==> config.mk <==
export PLATFORM = sky130hd
export DESIGN_NAME = ov7670_sccb_config
export DESIGN_NICKNAME = d
export VERILOG_FILES = /design/src/rtl/ov7670_sccb_config.sv
export SDC_FILE = /design/constraint.sdc
export NUM_CORES = 1
export LEC_CHECK = 0
export CORE_MARGIN = 5
export CORE_UTILIZATION = 60
export DETAILED_ROUTE_END_ITERATION = 7
export PLACE_DENSITY = 0.89
export SYNTH_ARGS = -nofsm -noshare
export SYNTH_HDL_FRONTEND = slang
export SYNTH_SLANG_ARGS = --single-unit
==> constraint.sdc <==
create_clock -name clk -period 5.85 [get_ports clk]
set_input_delay 0.8775 -clock clk [delete_from_list [all_inputs] [get_ports clk]]
set_output_delay 0.8775 -clock clk [all_outputs]
set_load 0.01 [all_outputs]
==> src/rtl/ov7670_sccb_config.sv <==
// OV7670 power-up sequencer: walks a {reg,val} ROM and issues
// SCCB 3-phase writes, with inline delay entries and an end sentinel.
module ov7670_sccb_config #(
  parameter int unsigned CLK_FREQ_HZ  = 100000000,
  parameter int unsigned SCCB_FREQ_HZ = 100000,
  parameter logic [7:0]  DEV_ID       = 8'h42,
  parameter int unsigned DELAY_CYCLES = 1000000
) (
  input  logic        clk,
  input  logic        resetn,
  input  logic        start,
  output logic [7:0]  rom_addr,
  input  logic [15:0] rom_data,
  output logic        sioc,
  output logic        siod_o,
  output logic        siod_oe,
  output logic        busy,
  output logic        done,
  output logic [7:0]  wr_count
);

  localparam int unsigned QRAW = CLK_FREQ_HZ / (4 * SCCB_FREQ_HZ);
  localparam int unsigned QDIV = (QRAW < 2) ? 2 : QRAW;
  localparam int unsigned DIVW = $clog2(QDIV);
  localparam int unsigned DLYW =
    (DELAY_CYCLES > 1) ? $clog2(DELAY_CYCLES) : 1;
  localparam logic [DIVW-1:0] DIV_TOP = DIVW'(QDIV - 1);
  localparam logic [DLYW-1:0] DLY_TOP = DLYW'(DELAY_CYCLES - 1);

  typedef enum logic [3:0] {
    S_IDLE, S_FETCH, S_DECODE, S_START, S_BITS,
    S_STOP, S_GAP, S_DELAY, S_DONE
  } state_t;

  state_t          state_q, state_d;
  logic [DIVW-1:0] div_q, div_d;
  logic [1:0]      qtr_q, qtr_d;
  logic [4:0]      bit_q, bit_d;
  logic [26:0]     shf_q, shf_d;
  logic [7:0]      addr_q, addr_d;
  logic [7:0]      wrc_q, wrc_d;
  logic [DLYW-1:0] dly_q, dly_d;

  logic timed, qtick, qend, ack_bit;

  assign timed = (state_q == S_START) || (state_q == S_BITS) ||
                 (state_q == S_STOP)  || (state_q == S_GAP);
  assign qtick = timed && (div_q == DIV_TOP);
  assign qend  = qtick && (qtr_q == 2'd3);
  assign ack_bit = (bit_q == 5'd8) || (bit_q == 5'd17) ||
                   (bit_q == 5'd26);

  always_ff @(posedge clk) begin
    if (!resetn) begin
      state_q <= S_IDLE;
      div_q   <= '0;
      qtr_q   <= '0;
      bit_q   <= '0;
      shf_q   <= '0;
      addr_q  <= '0;
      wrc_q   <= '0;
      dly_q   <= '0;
    end else begin
      state_q <= state_d;
      div_q   <= div_d;
      qtr_q   <= qtr_d;
      bit_q   <= bit_d;
      shf_q   <= shf_d;
      addr_q  <= addr_d;
      wrc_q   <= wrc_d;
      dly_q   <= dly_d;
    end
  end

  always_comb begin
    state_d = state_q;
    div_d   = '0;
    qtr_d   = '0;
    bit_d   = bit_q;
    shf_d   = shf_q;
    addr_d  = addr_q;
    wrc_d   = wrc_q;
    dly_d   = dly_q;
    // Divider and quarter index idle at zero outside bus phases
    if (timed) begin
      div_d = qtick ? '0 : div_q + DIVW'(1);
      qtr_d = qtick ? qtr_q + 2'd1 : qtr_q;
    end
    case (state_q)
      S_IDLE, S_DONE: begin
        if (start) begin
          state_d = S_FETCH;
          addr_d  = '0;
          wrc_d   = '0;
        end
      end
      S_FETCH: state_d = S_DECODE;
      S_DECODE: begin
        bit_d = '0;
        dly_d = '0;
        if (rom_data == 16'hFFFF) begin
          state_d = S_DONE;
        end else if (rom_data == 16'hFFF0) begin
          state_d = S_DELAY;
        end else begin
          state_d = S_START;
          shf_d = {DEV_ID, 1'b1, rom_data[15:8], 1'b1,
                   rom_data[7:0], 1'b1};
        end
      end
      S_START: if (qend) state_d = S_BITS;
      S_BITS: begin
        if (qend) begin
          shf_d = {shf_q[25:0], 1'b1};
          if (bit_q == 5'd26) state_d = S_STOP;
          else bit_d = bit_q + 5'd1;
        end
      end
      S_STOP: if (qend) state_d = S_GAP;
      S_GAP: begin
        if (qend) begin
          if (wrc_q != 8'hFF) wrc_d = wrc_q + 8'd1;
          if (addr_q == 8'hFF) begin
            state_d = S_DONE;
          end else begin
            addr_d  = addr_q + 8'd1;
            state_d = S_FETCH;
          end
        end
      end
      S_DELAY: begin
        dly_d = dly_q + DLYW'(1);
        if (dly_q == DLY_TOP) begin
          if (addr_q == 8'hFF) begin
            state_d = S_DONE;
          end else begin
            addr_d  = addr_q + 8'd1;
            state_d = S_FETCH;
          end
        end
      end
      default: state_d = S_IDLE;
    endcase
  end

  // Bus levels are a pure decode of state and quarter
  always_comb begin
    sioc    = 1'b1;
    siod_o  = 1'b1;
    siod_oe = 1'b1;
    case (state_q)
      S_START: begin
        sioc   = (qtr_q != 2'd3);
        siod_o = (qtr_q == 2'd0);
      end
      S_BITS: begin
        sioc    = (qtr_q == 2'd1) || (qtr_q == 2'd2);
        siod_o  = shf_q[26];
        siod_oe = !ack_bit;
      end
      S_STOP: begin
        sioc   = (qtr_q != 2'd0);
        siod_o = qtr_q[1];
      end
      default: ;
    endcase
  end

  assign rom_addr = addr_q;
  assign wr_count = wrc_q;
  assign busy     = (state_q != S_IDLE) && (state_q != S_DONE);
  assign done     = (state_q == S_DONE);

endmodule

-- Word-level counts from Yosys, hierarchy flattened
Index checks and enable logic that the tools add are counted.
- add/sub/neg operators: 6
- equality and inequality tests: 33
- multiplexer cells: 30
- bitwise operators: 2
- reduce and logical (&&, ||, !) cells: 26
- operators by type and width (kind ; number):
    two-way mux 27 bit ; 3
    case mux 27 bit (2 select lines) ; 1
    two-way mux 8 bit ; 6
    case mux 20 bit (2 select lines) ; 1
    two-way mux 4 bit ; 9
    == test 16 bit (second input constant) ; 2
    case mux 4 bit (8 select lines) ; 1
    adder 8 x 1 -> 8 bit (second input constant) ; 3
    case mux 8 bit (3 select lines) ; 1
    adder 20 x 1 -> 20 bit (second input constant) ; 1
    == test 20 bit (second input constant) ; 1
    inequality test 2 bit (second input constant) ; 10
    == test 4 x 3 -> 1 bit (second input constant) ; 4
    == test 8 bit (second input constant) ; 2
    case mux 8 bit (2 select lines) ; 1
    AND reduction 4 bit ; 3
    == test 5 bit (second input constant) ; 2
    two-way mux 5 bit ; 2
    case mux 5 bit (2 select lines) ; 1
    == test 4 x 2 -> 1 bit (second input constant) ; 2
    inequality test 8 bit (second input constant) ; 1
    nonzero test 2 bit ; 4
    AND reduction 7 bit ; 1
    logical OR 1 bit ; 6
    23 further kinds ; 29
- bits in registers: 82
- output and inout port bits: 21
- word-level logic and storage cells: 105

-- Logic depth before layout (Yosys ltp)
Gate-level depths: netlist (run 1).
- depth after elaboration: 8
- gate-level depth with buffers: 8
- depth with buffers taken out: 7

-- Worst setup path before layout (run 1)
OpenSTA, ideal clock, no wires.
- path kind: register to output
- from: register state_q[1]
- to: output siod_oe
- data arrival time: 1.638 ns
- required time: 4.973 ns
- setup slack: 3.334 ns
- cell stages (with the launch flop): 5
- path through: dfxtp_1 > or4b_1 > buf_2 > buf_1 > or3_1
- word-level cells in the longest chain between the ends: 2
- RTL lines (what ; line ; RTL):
    start, declared ; 35 ; state_t state_q, state_d;
    start signal, assigned ; 64 ; state_q <= state_d;
    == test 4 x 3 -> 1 bit ; 151 ; case (state_q)
    two-way mux 1 bit ; 151 ;
    end, declared ; 16 ; output logic siod_oe,
No other way between the ends.

-- Worst setup path after layout (run 1)
- from: register state_q[0]
- to: output siod_oe
The elaborated chain is that of the path after synthesis.

==> results.md, run 1 <==
- Run status: finished, final reports clean
- Vias in the first global route: 3749
- RSZ-0062 raised after global routing: no
- CP startpoint kind: register
- Clock buffer depth: 2
- Clock Pin Slew Worst Setup and Hold Paths: 80 ps
- YS warnings: 0
- Asr flop ratio synth: 0
- Starting Density: 0.608
- Share of layout cells above drive strength 1: 0.0897
- Final Max Slew Viols: 0
- Worst-skew pair later-pin latency: 360 ps
- Clock root buffer: clkbuf_8
- Mapped Avg Cell Area: 8.59 um^2
- Cell area power density: 300 mW/mm^2
- Net switching power: 507 uW
- Dominant synthesized flop cell: dfxtp_1
- Number of diodes: 0
- H-tree depth: 3
- Final setup fails: 0
- Filler cell count: 560
- Net Count, Synth: 538
- 1st-pass router iterations: 5
- Cts bufs inserted: 9
- Path type of the worst min-delay path: register to register
- Cell taking the most area after synthesis: dfxtp_1
- Congestion Overflow GR: 0
- Req. time, crit path: 4970 ps
- Core box area: 0.00718 mm^2
- Die area: 0.00908 mm^2
- Final nets: 561
- Cells after Synth: 508
- Via Count: 3915
- Setup Skew: 11.1 ps
- Combinational share of power: 0.263
- Setup WS pre-CTS: 2470 ps
- Tmin final: 3530 ps
- Setup TNS: 0 ps
- Seq pwr share: 0.470
- Number of synthesized flops with an enable pin: 0
- Pin count of the biggest net entering global routing: 54
- Total Routed Length: 9780 um
- CTS tree: done
- GRT Total Usage: 0.229
- Final worst path period share: 0.604
- Endpoint class of the critical path: output port
- Post-synthesis cell type count: 62
- Area Overhead vs Synth: 13.3%
- Die height: 95.3 um
- Switch share: 0.342
- Die W: 95.3 um
- Largest cells by area after synthesis: dfxtp_1, nor2_1, a211oi_2
- Post-Syn Area: 0.00437 mm^2
- Fmax: 283 MHz
- Placer Congestion: 0.869
- Clock power share: 0.267
- Hold Buf Count CTS: 0
- Initial DRC Count: 247
- Clock sink count: 82
- Initial antenna violation count: 0
- Final hold vios: 0
- Global-route wire length before repair: 16800 um
- Pleak: 0.00175 uW
- Post-DP HPWL: 6810 um
- Post-CTS Setup Inserts: 0
- Max Fanout on Critical Path: 26
- Vias per cell: 6.18
- Yosys top cell area share: 0.376
- WP data arrival: 2650 ps
- Max cap viols: 0
- Fraction of the yosys area taken by sequential cells: 0.376
- #FFs+latches synth: 82
- Avg WL per Cell: 15.4 um
- Input/output buffers: 39
- ANT nets after route: 0
- Rows: 31
- Io pins: 40
- Slew @ Worst Pin: 1230 ps
- Slew headroom: 0.181
- Setup WS post-layout: 2320 ps
- Cts repair resizes: 0
- Critical path class: register to output port
- Worst-case vdd ir drop: 202 uV
- DRC: 0
- Internal: 977 uW
==> flip-flops by register name (all words and copies together), names as in the netlist <==
name and flops:
shf_q 27, dly_q 20, div_q 8, rom_addr 8
wr_count 8, bit_q 5, state_q 4, qtr_q 2
==> cells in the final DEF (no fill, tap or decap), types with 18 or more instances in the layout <==
cell type        count
a21oi_1             19
nor3_1              18
clkdlybuf4s50_1     39
o21ai_0             29
nand2_1             35
dfxtp_1             82
nand3_1             23
mux2i_1             19
nand4_1             20
nor2_1              66
==> final timing paths <==
check / slack (ps) / from / cells past startpoint / end
worst max-delay path: 2320 / state_q[0]$_SDFFE_PN0P_ / 4 / siod_oe
worst min-delay path: 470 / shf_q[23]$_SDFFE_PN0P_ / 2 / shf_q[23]$_SDFFE_PN0P_
worst max register to register: 2880 / state_q[1]$_SDFFE_PN0P_ / 4 / shf_q[21]$_SDFFE_PN0P_
worst min register to register: 470 / shf_q[23]$_SDFFE_PN0P_ / 2 / shf_q[23]$_SDFFE_PN0P_
==> metal layers <==
layer | part of all wire | global-route usage
met2 | 0.49 | 0.390
met3 | 0.063 | 0.0379
met5 | 0 | 0
met1 | 0.43 | 0.279
met4 | 0.016 | 0.112
==> logic make-up after synthesis <==
group           Yosys count  synth area share
compound gates          114             0.203
flops                    82             0.376
fa+ha+maj                11            0.0315
simple gates            229             0.278
buf+inv                  40            0.0407
xor+xnor                 11            0.0221
mux                      21            0.0487
==> Yosys cell counts, drive strengths merged (11+ instances only) <==
master and count:
dfxtp 82, nor2 66, nand2 35, o21ai 30, nand3 23, nand4 21, a211oi 20, a21oi 19
clkbuf 19, mux2i 19, nor3 19, and3 11, buf 11, ha 11
==> critical path, stage by stage, from the launching register on <==
cell and delay, ps:
dfxtp_1 550, or4b_1 610, buf_4 280, or3_1 380, clkdlybuf4s50_1 480
==> per-stage QoR <==
stage / power, uW / std cells / utilization / hold WS, ps / area (um^2)
after floorplan: 1010 / 508 / - / 432 / 4370
after global placement: 1080 / 619 / 0.664 / 445 / 4760
after detailed placement: 1100 / 619 / 0.664 / 453 / 4760
after CTS: 1490 / 634 / 0.689 / 467 / 4950
after global routing: 1570 / 634 / 0.689 / 493 / 4950
final: 1480 / 634 / 0.689 / 466 / 4950
==> power by group through the flow <==
stage	Combinational (uW)	Sequential (uW)	Clock [uW]
after floorplan	348	665	0
after global placement	373	702	0
after detailed placement	388	708	0
after CTS	390	695	405
after global routing	432	708	428
final	390	697	397
==> area by class of cell <==
type	instances	area, um^2	area share
tap	99	124	0.0250
multi-input combinational	386	2550	0.515
inverter	10	37.5	0.00759
timing repair buffer	42	413	0.0835
clock buffer	10	128	0.0258
sequential	82	1640	0.332
clock inverter	5	56.3	0.0114
Power figures use the tool's default switching activity.
==> inputs of run 2 (changes only) <==
Settings changed: CORE_UTILIZATION 60 to 52, PLACE_DENSITY 0.89 to 0.82.
Clock period 5.85 ns to 3.01 ns, I/O delays scaled along.
==> run 2 against run 1 <==
Critical path depth fell by 1. Worst hold slack lost 3.8 ps. Wire length is 1.3% lower.
==> results.md, run 2 (synthesis results as in run 1) <==
- Critical path cell sequence: or4b_1, or3_1, clkdlybuf4s50_1
- Clock buffer depth: 2
- Top flop regs: shf_q (27), dly_q (20)
- Final setup fails: 0
- Placer Congestion: 0.881
- Fmax: 362 MHz
- Die area: 0.0103 mm^2
- WP data arrival: 2310 ps
- Global-route wire length before repair: 16900 um
- Total Routed Length: 9650 um
- Pin count of the biggest net entering global routing: 54
- Die W: 102 um
- Final hold vios: 0
- Initial DRC Count: 260
- Worst-skew pair later-pin latency: 350 ps
- Post-DP HPWL: 6830 um
- Hold Buf Count CTS: 0
- Critical path class: register to output port
- Final nets: 570
- Crit-path slowest cell: or4b_1
- Commonest non-fill, non-tap cell in the layout: dfxtp_1
- DRC: 0
- RSZ-0062 raised after global routing: no
- Endpoint class of the critical path: output port
- Path type of the worst min-delay path: register to register
- Clock Pin Slew Worst Setup and Hold Paths: 90 ps
- CP startpoint kind: register
- Clock sink count: 82
- Cell area power density: 588 mW/mm^2
- ANT nets after route: 0
- Starting Density: 0.531
- Post-CTS Setup Inserts: 0
- Initial antenna violation count: 0
- Max Fanout on Critical Path: 8
- Share of layout cells above drive strength 1: 0.108
- Final Max Slew Viols: 0
- Placed Area: 0.00484 mm^2
- Vias per cell: 6.08
- Most frequent cells in the layout: dfxtp_1, nor2_1, clkdlybuf4s50_1
- Vias in the first global route: 3769
- Final Instance Area: 0.00504 mm^2
- Setup TNS: 0 ps
- Via Count: 3952
- Area Overhead vs Synth: 15.4%
- Hold path cells: 2
- Clock root buffer: clkbuf_8
- Pleak: 0.00178 uW
- Run status: finished, final reports clean
- Core box area: 0.00822 mm^2
- Slew @ Worst Pin: 1210 ps
- Worst-case vdd ir drop: 357 uV
- Congestion Overflow GR: 0
- Die height: 102 um
- Hold worst-path end: shf_q[21]$_SDFFE_PN0P_
- Rows: 33
- R2R Path Start: state_q[2]$_SDFFE_PN0P_
- Cts repair resizes: 0
- R2R cell count: 6
- GRT Total Usage: 0.197
- Reg2reg end: shf_q[5]$_SDFFE_PN0P_
- 1st-pass router iterations: 5
- Min-delay src: shf_q[21]$_SDFFE_PN0P_
- Max cap viols: 0
- Avg WL per Cell: 14.8 um
- Final worst path period share: 0.917
- Input/output buffers: 39
- Largest Register: shf_q
- Tmin final: 2760 ps
- Cts bufs inserted: 9
- Io pins: 40
- Slew headroom: 0.194
- CTS tree: done
- Number of diodes: 0
- Max reg flops: 27
- Largest stage delay on the critical path: 600 ps
- Req. time, crit path: 2560 ps
- Setup Skew: 6.75 ps
- H-tree depth: 3
- FF-to-FF setup slack: 360 ps
[run 2: cell types whose count changed in the layout (fill, tap and decap cells not counted), sizes merged]
cell and change:
clkbuf -1, clkinvlp +3, clkinv -2, buf +9, inv +1
[run 2: worst max-delay path by stage]
stage	end	startpoint	depth (start not counted)	slack, ps
global route	siod_oe	state_q[2]$_SDFFE_PN0P_	3	140
detailed placement	shf_q[5]$_SDFFE_PN0P_	rom_data[3]	6	170
finish	siod_oe	state_q[2]$_SDFFE_PN0P_	3	250
CTS	siod_oe	state_q[2]$_SDFFE_PN0P_	3	240
global placement	shf_q[23]$_SDFFE_PN0P_	rom_data[3]	6	280
floorplan	siod_oe	state_q[1]$_SDFFE_PN0P_	4	920
[run 2: layout make-up]
class,count,area (um^2)
clock buffers,9,124
clock inverters,7,77.6
fillers,671,3180
inverters,10,37.5
multi-input cells,386,2550
flip-flops and latches,82,1640
well taps,105,131
repair buffers,51,480
[run 2: stage by stage]
stage               total power (uW)  hold slack (ps)  utilization  worst slack [ps]  std cells
floorplan                       1970              432            -               920        508
global placement                2130              446        0.589               282        634
detailed placement              2160              453        0.589               171        634
CTS                             2970              469        0.613               239        650
global route                    3140              485        0.613               138        650
finish                          2960              462        0.613               249        650
[run 2: where the power goes]
group | switching (uW) | total, uW | internal, uW
clock network | 427 | 815 | 389
registers | 67.5 | 1280 | 1210
logic | 531 | 872 | 341
total | 1030 | 2960 | 1940
[run 2: worst max-delay path, delay by kind of cell, from the launching register on]
kind / cells / cell delay [ps]
and+or+nand+nor: 2 / 1010
buffers and inverters: 1 / 490
DFF: 1 / 460
[run 2: per-layer routing]
metal / track usage / vias up / wire length, um
met3: 0.0303 / 13 / 464
met2: 0.316 / 112 / 4620
met1: 0.266 / 1877 / 4460
met5: 0 / - / 0
met4: 0.0757 / 0 / 111
li1: - / 1950 / -
